File: config.mk
export PLATFORM = sky130hd
export DESIGN_NAME = ga_engine
export DESIGN_NICKNAME = d
export VERILOG_FILES = /design/src/rtl/ga_engine.sv
export SDC_FILE = /design/constraint.sdc
export NUM_CORES = 2
export LEC_CHECK = 0
export BUFFER_PORTS_ARGS = -buffer_cell sky130_fd_sc_hd__buf_4
export CAP_MARGIN = 20
export CORE_MARGIN = 3
export CORE_UTILIZATION = 50
export DETAILED_ROUTE_END_ITERATION = 10
export PLACE_DENSITY = 0.64
export SLEW_MARGIN = 20
export SYNTH_ARGS = -nofsm -noshare
export SYNTH_HDL_FRONTEND = slang
export SYNTH_SLANG_ARGS = --single-unit
File: constraint.sdc
create_clock -name clk -period 7.65 [get_ports clk]
set_clock_uncertainty 0.05 [all_clocks]
set_input_delay 1.53 -clock clk [delete_from_list [all_inputs] [get_ports clk]]
set_output_delay 1.53 -clock clk [all_outputs]
set_load 0.05 [all_outputs]
File: src/rtl/ga_engine.sv
// ga_engine: genetic-algorithm core. It holds the population and its fitnesses in
// register arrays and runs init -> evaluate -> breed for each generation. Fitness
// comes from an external evaluator over a valid/ready request and a response
// strobe, so evaluators of any latency can be attached. The core tracks the best
// chromosome seen, supports an early stop on a target fitness, and can carry the
// previous best into the next generation unmodified (elitism).
module ga_engine #(
  parameter int CHROM_WIDTH = 8,   // >= 2, <= 32
  parameter int FIT_WIDTH   = 27,  // signed, larger is better
  parameter int POP_SIZE    = 16,  // power of two, 4..256
  parameter int MUT_SHIFT   = 3,   // per-child mutation probability 1/2^MUT_SHIFT, 1..4
  parameter int ELITE       = 1    // 1: previous best copied into slot 0
) (
  input  logic                   clk,
  input  logic                   reset,
  input  logic [31:0]            seed,
  input  logic                   start,
  input  logic [15:0]            max_gens,
  input  logic [FIT_WIDTH-1:0]   target_fit,
  input  logic                   target_en,
  output logic                   fit_req_valid,
  output logic [CHROM_WIDTH-1:0] fit_req_chrom,
  input  logic                   fit_req_ready,
  input  logic                   fit_rsp_valid,
  input  logic [FIT_WIDTH-1:0]   fit_rsp_fit,
  output logic                   busy,
  output logic                   finished,
  output logic                   early_stop,
  output logic [CHROM_WIDTH-1:0] best,
  output logic [FIT_WIDTH-1:0]   best_fit,
  output logic [15:0]            gen_count
);

  localparam int IDX_W  = $clog2(POP_SIZE);
  localparam int PAIR_W = IDX_W - 1;
  localparam int CUT_W  = $clog2(CHROM_WIDTH);
  localparam logic [31:0] LFSR_TAPS = 32'h8020_0003;
  localparam logic signed [FIT_WIDTH-1:0] FIT_MIN = {1'b1, {(FIT_WIDTH-1){1'b0}}};
  localparam logic [IDX_W-1:0]  LAST_SLOT = IDX_W'(POP_SIZE - 1);
  localparam logic [PAIR_W-1:0] LAST_PAIR = PAIR_W'(POP_SIZE / 2 - 1);

  typedef enum logic [2:0] {
    S_IDLE,
    S_INIT,
    S_EVAL,
    S_CHECK,
    S_BREED,
    S_DONE
  } state_t;

  state_t state_q, state_d;

  logic [31:0]                   lfsr_q;
  logic [31:0]                   lfsr_step;
  logic [CHROM_WIDTH-1:0]        pop_q [POP_SIZE];
  logic [CHROM_WIDTH-1:0]        nxt_q [POP_SIZE];
  logic signed [FIT_WIDTH-1:0]   fit_q [POP_SIZE];

  logic [IDX_W-1:0]              idx_q;       // INIT write slot / EVAL request slot
  logic                          out_q;       // a request is accepted and awaits its response
  logic [PAIR_W-1:0]             pair_q;      // BREED pair being produced
  logic                          phase_q;     // BREED: 0 = pick parent A, 1 = pick B and write
  logic [IDX_W-1:0]              par_a_q;
  logic [CUT_W-1:0]              cut_q;
  logic [CUT_W-1:0]              mpos0_q;

  logic [CHROM_WIDTH-1:0]        best_q;
  logic signed [FIT_WIDTH-1:0]   best_fit_q;
  logic [15:0]                   gen_q;
  logic [15:0]                   max_gens_q;
  logic signed [FIT_WIDTH-1:0]   target_q;
  logic                          target_en_q;
  logic                          finished_q;
  logic                          early_q;

  logic                          start_acc;
  logic                          req_acc;
  logic                          rsp_acc;
  logic                          last_slot;
  logic [15:0]                   gen_inc;
  logic                          stop_target;
  logic                          stop_count;
  logic                          breed_wr;
  logic                          breed_last;

  logic [IDX_W-1:0]              tour_a, tour_b, tour_win;
  logic [CUT_W-1:0]              mpos1;
  logic [CHROM_WIDTH-1:0]        par_a, par_b, cut_mask, mut0_mask, mut1_mask;
  logic [CHROM_WIDTH-1:0]        child0, child1;

  assign start_acc   = start && (state_q == S_IDLE || state_q == S_DONE);
  assign fit_req_valid = (state_q == S_EVAL) && !out_q;
  assign fit_req_chrom = fit_req_valid ? pop_q[idx_q] : '0;
  assign req_acc     = fit_req_valid && fit_req_ready;
  // A response only counts while a request is outstanding; stray strobes are dropped.
  assign rsp_acc     = (state_q == S_EVAL) && out_q && fit_rsp_valid;
  assign last_slot   = (idx_q == LAST_SLOT);
  assign gen_inc     = gen_q + 16'd1;
  assign stop_target = target_en_q && (best_fit_q >= target_q);
  assign stop_count  = (gen_inc == max_gens_q);
  assign breed_wr    = (state_q == S_BREED) && phase_q;
  assign breed_last  = breed_wr && (pair_q == LAST_PAIR);

  assign busy       = (state_q == S_INIT) || (state_q == S_EVAL) ||
                      (state_q == S_CHECK) || (state_q == S_BREED);
  assign finished   = finished_q;
  assign early_stop = early_q;
  assign best       = best_q;
  assign best_fit   = best_fit_q;
  assign gen_count  = gen_q;

  // Galois LFSR next value (right shift, taps folded in when bit 0 leaves).
  always_comb begin
    lfsr_step = lfsr_q >> 1;
    if (lfsr_q[0]) lfsr_step = (lfsr_q >> 1) ^ LFSR_TAPS;
  end

  // LFSR register: loaded from seed on start, free-running whenever not idle.
  always_ff @(posedge clk) begin
    if (reset) begin
      lfsr_q <= 32'd1;
    end else if (start_acc) begin
      lfsr_q <= (seed == 32'd0) ? 32'd1 : seed;
    end else if (state_q != S_IDLE) begin
      lfsr_q <= lfsr_step;
    end
  end

  // State register.
  always_ff @(posedge clk) begin
    if (reset) state_q <= S_IDLE;
    else       state_q <= state_d;
  end

  // Next-state logic for the generation sequencer.
  always_comb begin
    state_d = state_q;
    case (state_q)
      S_IDLE:  if (start) state_d = S_INIT;
      S_INIT:  if (last_slot) state_d = S_EVAL;
      S_EVAL:  if (rsp_acc && last_slot) state_d = S_CHECK;
      S_CHECK: state_d = (stop_target || stop_count) ? S_DONE : S_BREED;
      S_BREED: if (breed_last) state_d = S_EVAL;
      S_DONE:  if (start) state_d = S_INIT;
      default: state_d = S_IDLE;
    endcase
  end

  // Binary tournament on two random slots: higher fitness wins, ties go to the lower index.
  always_comb begin
    tour_a = lfsr_q[IDX_W-1:0];
    tour_b = lfsr_q[2*IDX_W-1:IDX_W];
    if (fit_q[tour_a] > fit_q[tour_b])      tour_win = tour_a;
    else if (fit_q[tour_b] > fit_q[tour_a]) tour_win = tour_b;
    else                                    tour_win = (tour_a < tour_b) ? tour_a : tour_b;
  end

  // Child construction: single-point crossover then optional one-bit mutation per child.
  // Parent A, the cut and child 0's mutation position were drawn on the previous cycle;
  // parent B, child 1's position and both mutation draws come from the current LFSR value.
  always_comb begin
    mpos1     = CUT_W'({24'd0, lfsr_q[23:16]} % 32'(CHROM_WIDTH));
    par_a     = pop_q[par_a_q];
    par_b     = pop_q[tour_win];
    cut_mask  = (CHROM_WIDTH'(1) << cut_q) - CHROM_WIDTH'(1);
    mut0_mask = '0;
    mut1_mask = '0;
    if (lfsr_q[31 -: MUT_SHIFT] == '0) mut0_mask = CHROM_WIDTH'(1) << mpos0_q;
    if (lfsr_q[27 -: MUT_SHIFT] == '0) mut1_mask = CHROM_WIDTH'(1) << mpos1;
    child0 = ((par_a & ~cut_mask) | (par_b & cut_mask)) ^ mut0_mask;
    child1 = ((par_b & ~cut_mask) | (par_a & cut_mask)) ^ mut1_mask;
    if ((ELITE != 0) && (pair_q == '0)) child0 = best_q;
  end

  // Sequencer datapath: slot/pair counters, handshake flag, best tracking, generation count.
  always_ff @(posedge clk) begin
    if (reset) begin
      idx_q       <= '0;
      out_q       <= 1'b0;
      pair_q      <= '0;
      phase_q     <= 1'b0;
      par_a_q     <= '0;
      cut_q       <= '0;
      mpos0_q     <= '0;
      best_q      <= '0;
      best_fit_q  <= FIT_MIN;
      gen_q       <= '0;
      max_gens_q  <= 16'd1;
      target_q    <= '0;
      target_en_q <= 1'b0;
      finished_q  <= 1'b0;
      early_q     <= 1'b0;
    end else if (start_acc) begin
      idx_q       <= '0;
      out_q       <= 1'b0;
      pair_q      <= '0;
      phase_q     <= 1'b0;
      best_q      <= '0;
      best_fit_q  <= FIT_MIN;
      gen_q       <= '0;
      max_gens_q  <= (max_gens == 16'd0) ? 16'd1 : max_gens;
      target_q    <= target_fit;
      target_en_q <= target_en;
      finished_q  <= 1'b0;
      early_q     <= 1'b0;
    end else begin
      case (state_q)
        S_INIT: idx_q <= idx_q + 1'b1;
        S_EVAL: begin
          if (req_acc) out_q <= 1'b1;
          if (rsp_acc) begin
            out_q <= 1'b0;
            idx_q <= idx_q + 1'b1;
            // Strictly greater: on a tie the earlier chromosome stays best.
            if ($signed(fit_rsp_fit) > best_fit_q) begin
              best_q     <= pop_q[idx_q];
              best_fit_q <= fit_rsp_fit;
            end
          end
        end
        S_CHECK: begin
          gen_q <= gen_inc;
          if (stop_target) early_q <= 1'b1;
          if (stop_target || stop_count) finished_q <= 1'b1;
        end
        S_BREED: begin
          phase_q <= ~phase_q;
          if (!phase_q) begin
            par_a_q <= tour_win;
            cut_q   <= CUT_W'({24'd0, lfsr_q[23:16]} % 32'(CHROM_WIDTH));
            mpos0_q <= CUT_W'({24'd0, lfsr_q[31:24]} % 32'(CHROM_WIDTH));
          end else begin
            pair_q <= pair_q + 1'b1;
          end
        end
        default: ;
      endcase
    end
  end

  // Population, fitness and next-generation storage; the last pair goes straight into pop.
  always_ff @(posedge clk) begin
    if (reset) begin
      for (int j = 0; j < POP_SIZE; j++) begin
        pop_q[j] <= '0;
        nxt_q[j] <= '0;
        fit_q[j] <= '0;
      end
    end else begin
      if (state_q == S_INIT) pop_q[idx_q] <= lfsr_q[CHROM_WIDTH-1:0];
      if (rsp_acc) fit_q[idx_q] <= fit_rsp_fit;
      if (breed_wr) begin
        nxt_q[{pair_q, 1'b0}] <= child0;
        nxt_q[{pair_q, 1'b1}] <= child1;
      end
      if (breed_last) begin
        for (int j = 0; j < POP_SIZE; j++) begin
          if (PAIR_W'(j >> 1) == pair_q) pop_q[j] <= ((j % 2) == 1) ? child1 : child0;
          else                           pop_q[j] <= nxt_q[j];
        end
      end
    end
  end

endmodule
==> out/summary.md <==
* finished, final reports clean — outcome
* 19.6 nW — leakage power summed over all cells
* edfxtp_1 (672), and3_1 (422), mux4_2 (350) — leading cell types in the layout, fill and taps excluded
* 21.8% — share of final-layout standard cells stronger than drive strength 1
* 6.73 — routed via count divided by cell count
* 23500 µm² — area of all sequential standard cells
* clkbuf_16 — clock root buffer
* flip-flop — type of destination of the critical path
* 21000 µm² — combined area of the multi-input logic cells
* 672 — EDFF count, synth
* flip-flop to flip-flop — Critical Setup Path Class
* 0 — number of nets still failing antenna checks after routing
* 3 — CTS Buffer Depth
* 34.6% — clock share of power
* 0.000256 V — peak supply drop
* 113 — largest net degree at the start of global routing
* 138 MHz — Max Freq
* 7339 — total of fill cells in the finished design
* 389 ps — worst path setup slack after routing
* 30.9 µm — wire length per cell after detailed routing
* 43.6% — fraction of synthesized cell area taken by the top area cell type
* 7 — initial antenna violation count
* 60 ps — Clock Pin Slew Worst Setup and Hold Paths
* 0% — share of synthesized flip-flops with an asynchronous set or reset
* 1120 ps — actual slew at the worst max-slew pin
* 0 — setup fix buffers added after clock tree synthesis
* edfxtp_1 — most frequent standard cell in the layout excluding fill and tap cells
* 7990 ps — Worst Path Required
* 91 — CTS Buf Count
* 22.5% — combinational group share of total power
* 0 — Post-CTS Hold Fix Bufs
* 170 — port buffer count
* flip-flop — category of the worst setup path launch point
* 227 mm — wire length of the first global-routing pass
* 11.5% — signed area change from the synthesized netlist to the final layout
* 30.5% — share of total power consumed by net switching
* 110 — row cnt
* 0.00383 W — switching component of the power
* 3 — H-tree Lvls
* 310 µm — Die X-Extent
* 243 nW/µm² — Cell Pwr Density
* 0 — global route total overflow
* 0 — max-slew violations
* edfxtp_1 — largest area contributor in the synthesized netlist
* 33800 — total via count after detailed routing
* 33000 — vias in the first global route
* 50.9% — starting utilization of the core area
* 4144 — number of DRC violations after detailed-routing iteration 0
* 156 mm — Routed Wire Length
* 0.981 — gpl congestion
* 0 ps — aggregate negative setup slack
* flip-flop to flip-flop — Min-Delay Path Class
* 50.8% — share of synthesized area occupied by flip-flops and latches
* 94.9% — portion of the clock cycle consumed by the worst path in the final layout
* 32.4% — All-Layer GR Usage
* 42.8% — Seq pwr share
* edfxtp_1 (44%), mux4_2 (17%), dfxtp_1 (7.2%) — leading cell types by total area after synthesis
* 0 — number of DRC violations after detailed routing
* 490 ps — Setup Slack @ Placement
* 310 µm — die height
* 3983 — number of nets in the final layout
* 680 ps — Worst-Skew Late Latency
* 36 — Critical Path Fanout Max
* 0 — Final setup violation count
* 90800 µm² — Core Footprint
* 73 — post-synth cell types
* 3773 — cells after synthesis
* 0 — Hold Vio Cnt, Final
* 6 — length of the first detailed-routing pass in iterations
* 839 — FF+latch count, synth
* 0.0125 W — post-route total power
* 7600 ps — arrival time reported for the critical path endpoint
* 0 — Synth Warn #
* edfxtp_1 — most instantiated flip-flop cell in the synthesis netlist
* 101 mm — final HPWL from detailed placement
* done — clock tree from TritonCTS
* 171 — boundary pin count
* 3978 — synthesized netlist net count
* 96200 µm² — Die ar.
* 12.3 µm² — Synth Area per Inst
* 0 — number of max-cap violations
* 7260 ps — crit path time final
* 839 — number of sinks driven by the clock tree
* 46300 µm² — Cell Area, Synth
* no — setup repair after global routing missed its margin
* 0 — CTS resizes
* 25.6% — Max-Slew Margin vs Limit
* 0.00871 W — design internal power
## path summary, 6_finish.rpt
path	from	to	slack, ps	depth (start not counted)
min	target_q[23]$_SDFFE_PP0P_	target_q[23]$_SDFFE_PP0P_	400	2
max	flip-flop	pop_q[10][5]$_DFFE_PP_	390	19
max reg2reg	flip-flop	pop_q[10][5]$_DFFE_PP_	390	19
min reg2reg	target_q[23]$_SDFFE_PP0P_	target_q[23]$_SDFFE_PP0P_	400	2
## layout make-up
| type | count | area share, % |
|---|---|---|
| timing repair buffer | 277 | 4.43 |
| clock inverter | 38 | 0.759 |
| clock buffer | 125 | 4.78 |
| inverter | 104 | 0.757 |
| tap | 1176 | 2.85 |
| antenna | 3 | 0.0145 |
| sequential | 839 | 45.6 |
| multi-input combinational | 2465 | 40.8 |
## critical path: stages, from the launching register on
cell,delay (ps)
dfxtp_4,630
buf_4,360
mux4_2,540
mux4_2,460
inv_1,70
ha_1,230
nand4_2,240
nor4_2,460
inv_1,90
o2111ai_2,390
mux2i_4,530
mux2_4,610
buf_4,250
mux2i_1,240
nor3_1,80
a2111oi_2,360
o31ai_2,140
xor2_2,490
nor3_1,110
o41ai_1,600
## power by group through the flow
| stage | Clock (W) | Sequential [W] | Combinational [W] |
|---|---|---|---|
| after floorplan | 0 | 0.00532 | 0.00182 |
| after global placement | 0 | 0.00545 | 0.00276 |
| after detailed placement | 0 | 0.00546 | 0.00277 |
| after CTS | 0.00437 | 0.00537 | 0.00278 |
| final | 0.00434 | 0.00537 | 0.00283 |
| after global routing | 0.00455 | 0.00539 | 0.00295 |
## logic make-up after synthesis
logic type,share of synthesized area [%]
mux,18.6
simple gates,14.8
xor+xnor,1.27
flops,50.8
fa+ha+maj,2.62
compound gates,7.85
buf+inv,4.00
## state kept, by name (all words and copies together), names as in the netlist, 16 cells and up, named ones only
register    cells
target_q       27
pop_q         128
fit_q         432
gen_count      16
lfsr_q         32
best_fit       27
nxt_q         112
max_gens_q     16
## per-layer routing
| metal | part of all wire [%] | vias up | global-route usage (%) |
|---|---|---|---|
| li1 | - | 14500 | - |
| met1 | 38 | 16900 | 43.4 |
| met2 | 47 | 2018 | 52.1 |
| met3 | 9.2 | 396 | 5.27 |
| met4 | 5.3 | 6 | 15.0 |
| met5 | 0.019 | - | 0 |
## cell usage after synthesis, types with 19 or more instances
| master | n |
|---|---|
| nor2_1 | 256 |
| mux2i_1 | 52 |
| dfxtp_1 | 167 |
| nand4_1 | 27 |
| nor3_1 | 77 |
| a22o_1 | 20 |
| o21ai_0 | 151 |
| xor2_1 | 33 |
| a21oi_1 | 124 |
| a211oi_1 | 21 |
| buf_1 | 32 |
| nand2_1 | 315 |
| a221oi_1 | 36 |
| edfxtp_1 | 672 |
| ha_1 | 97 |
| mux4_2 | 350 |
| a21o_1 | 33 |
| clkbuf_1 | 306 |
| nand3_1 | 76 |
| and2_1 | 59 |
| and3_1 | 422 |
| nand2b_1 | 36 |
| nor4_1 | 19 |
| xnor2_1 | 25 |
| inv_1 | 104 |
| o21a_1 | 26 |
| a32oi_1 | 48 |
## stage by stage
stage               hold slack [ps]  cell area, µm²  cells  utilization, %
floorplan                       386           46300   3773               -
finish                          404           51600   5027            56.8
CTS                             406           51600   5024            56.8
global placement                394           48700   4861            53.6
detailed placement              398           48700   4861            53.6
global route                    421           51600   5025            56.8
No activity file was read; power rests on OpenSTA's default activity.
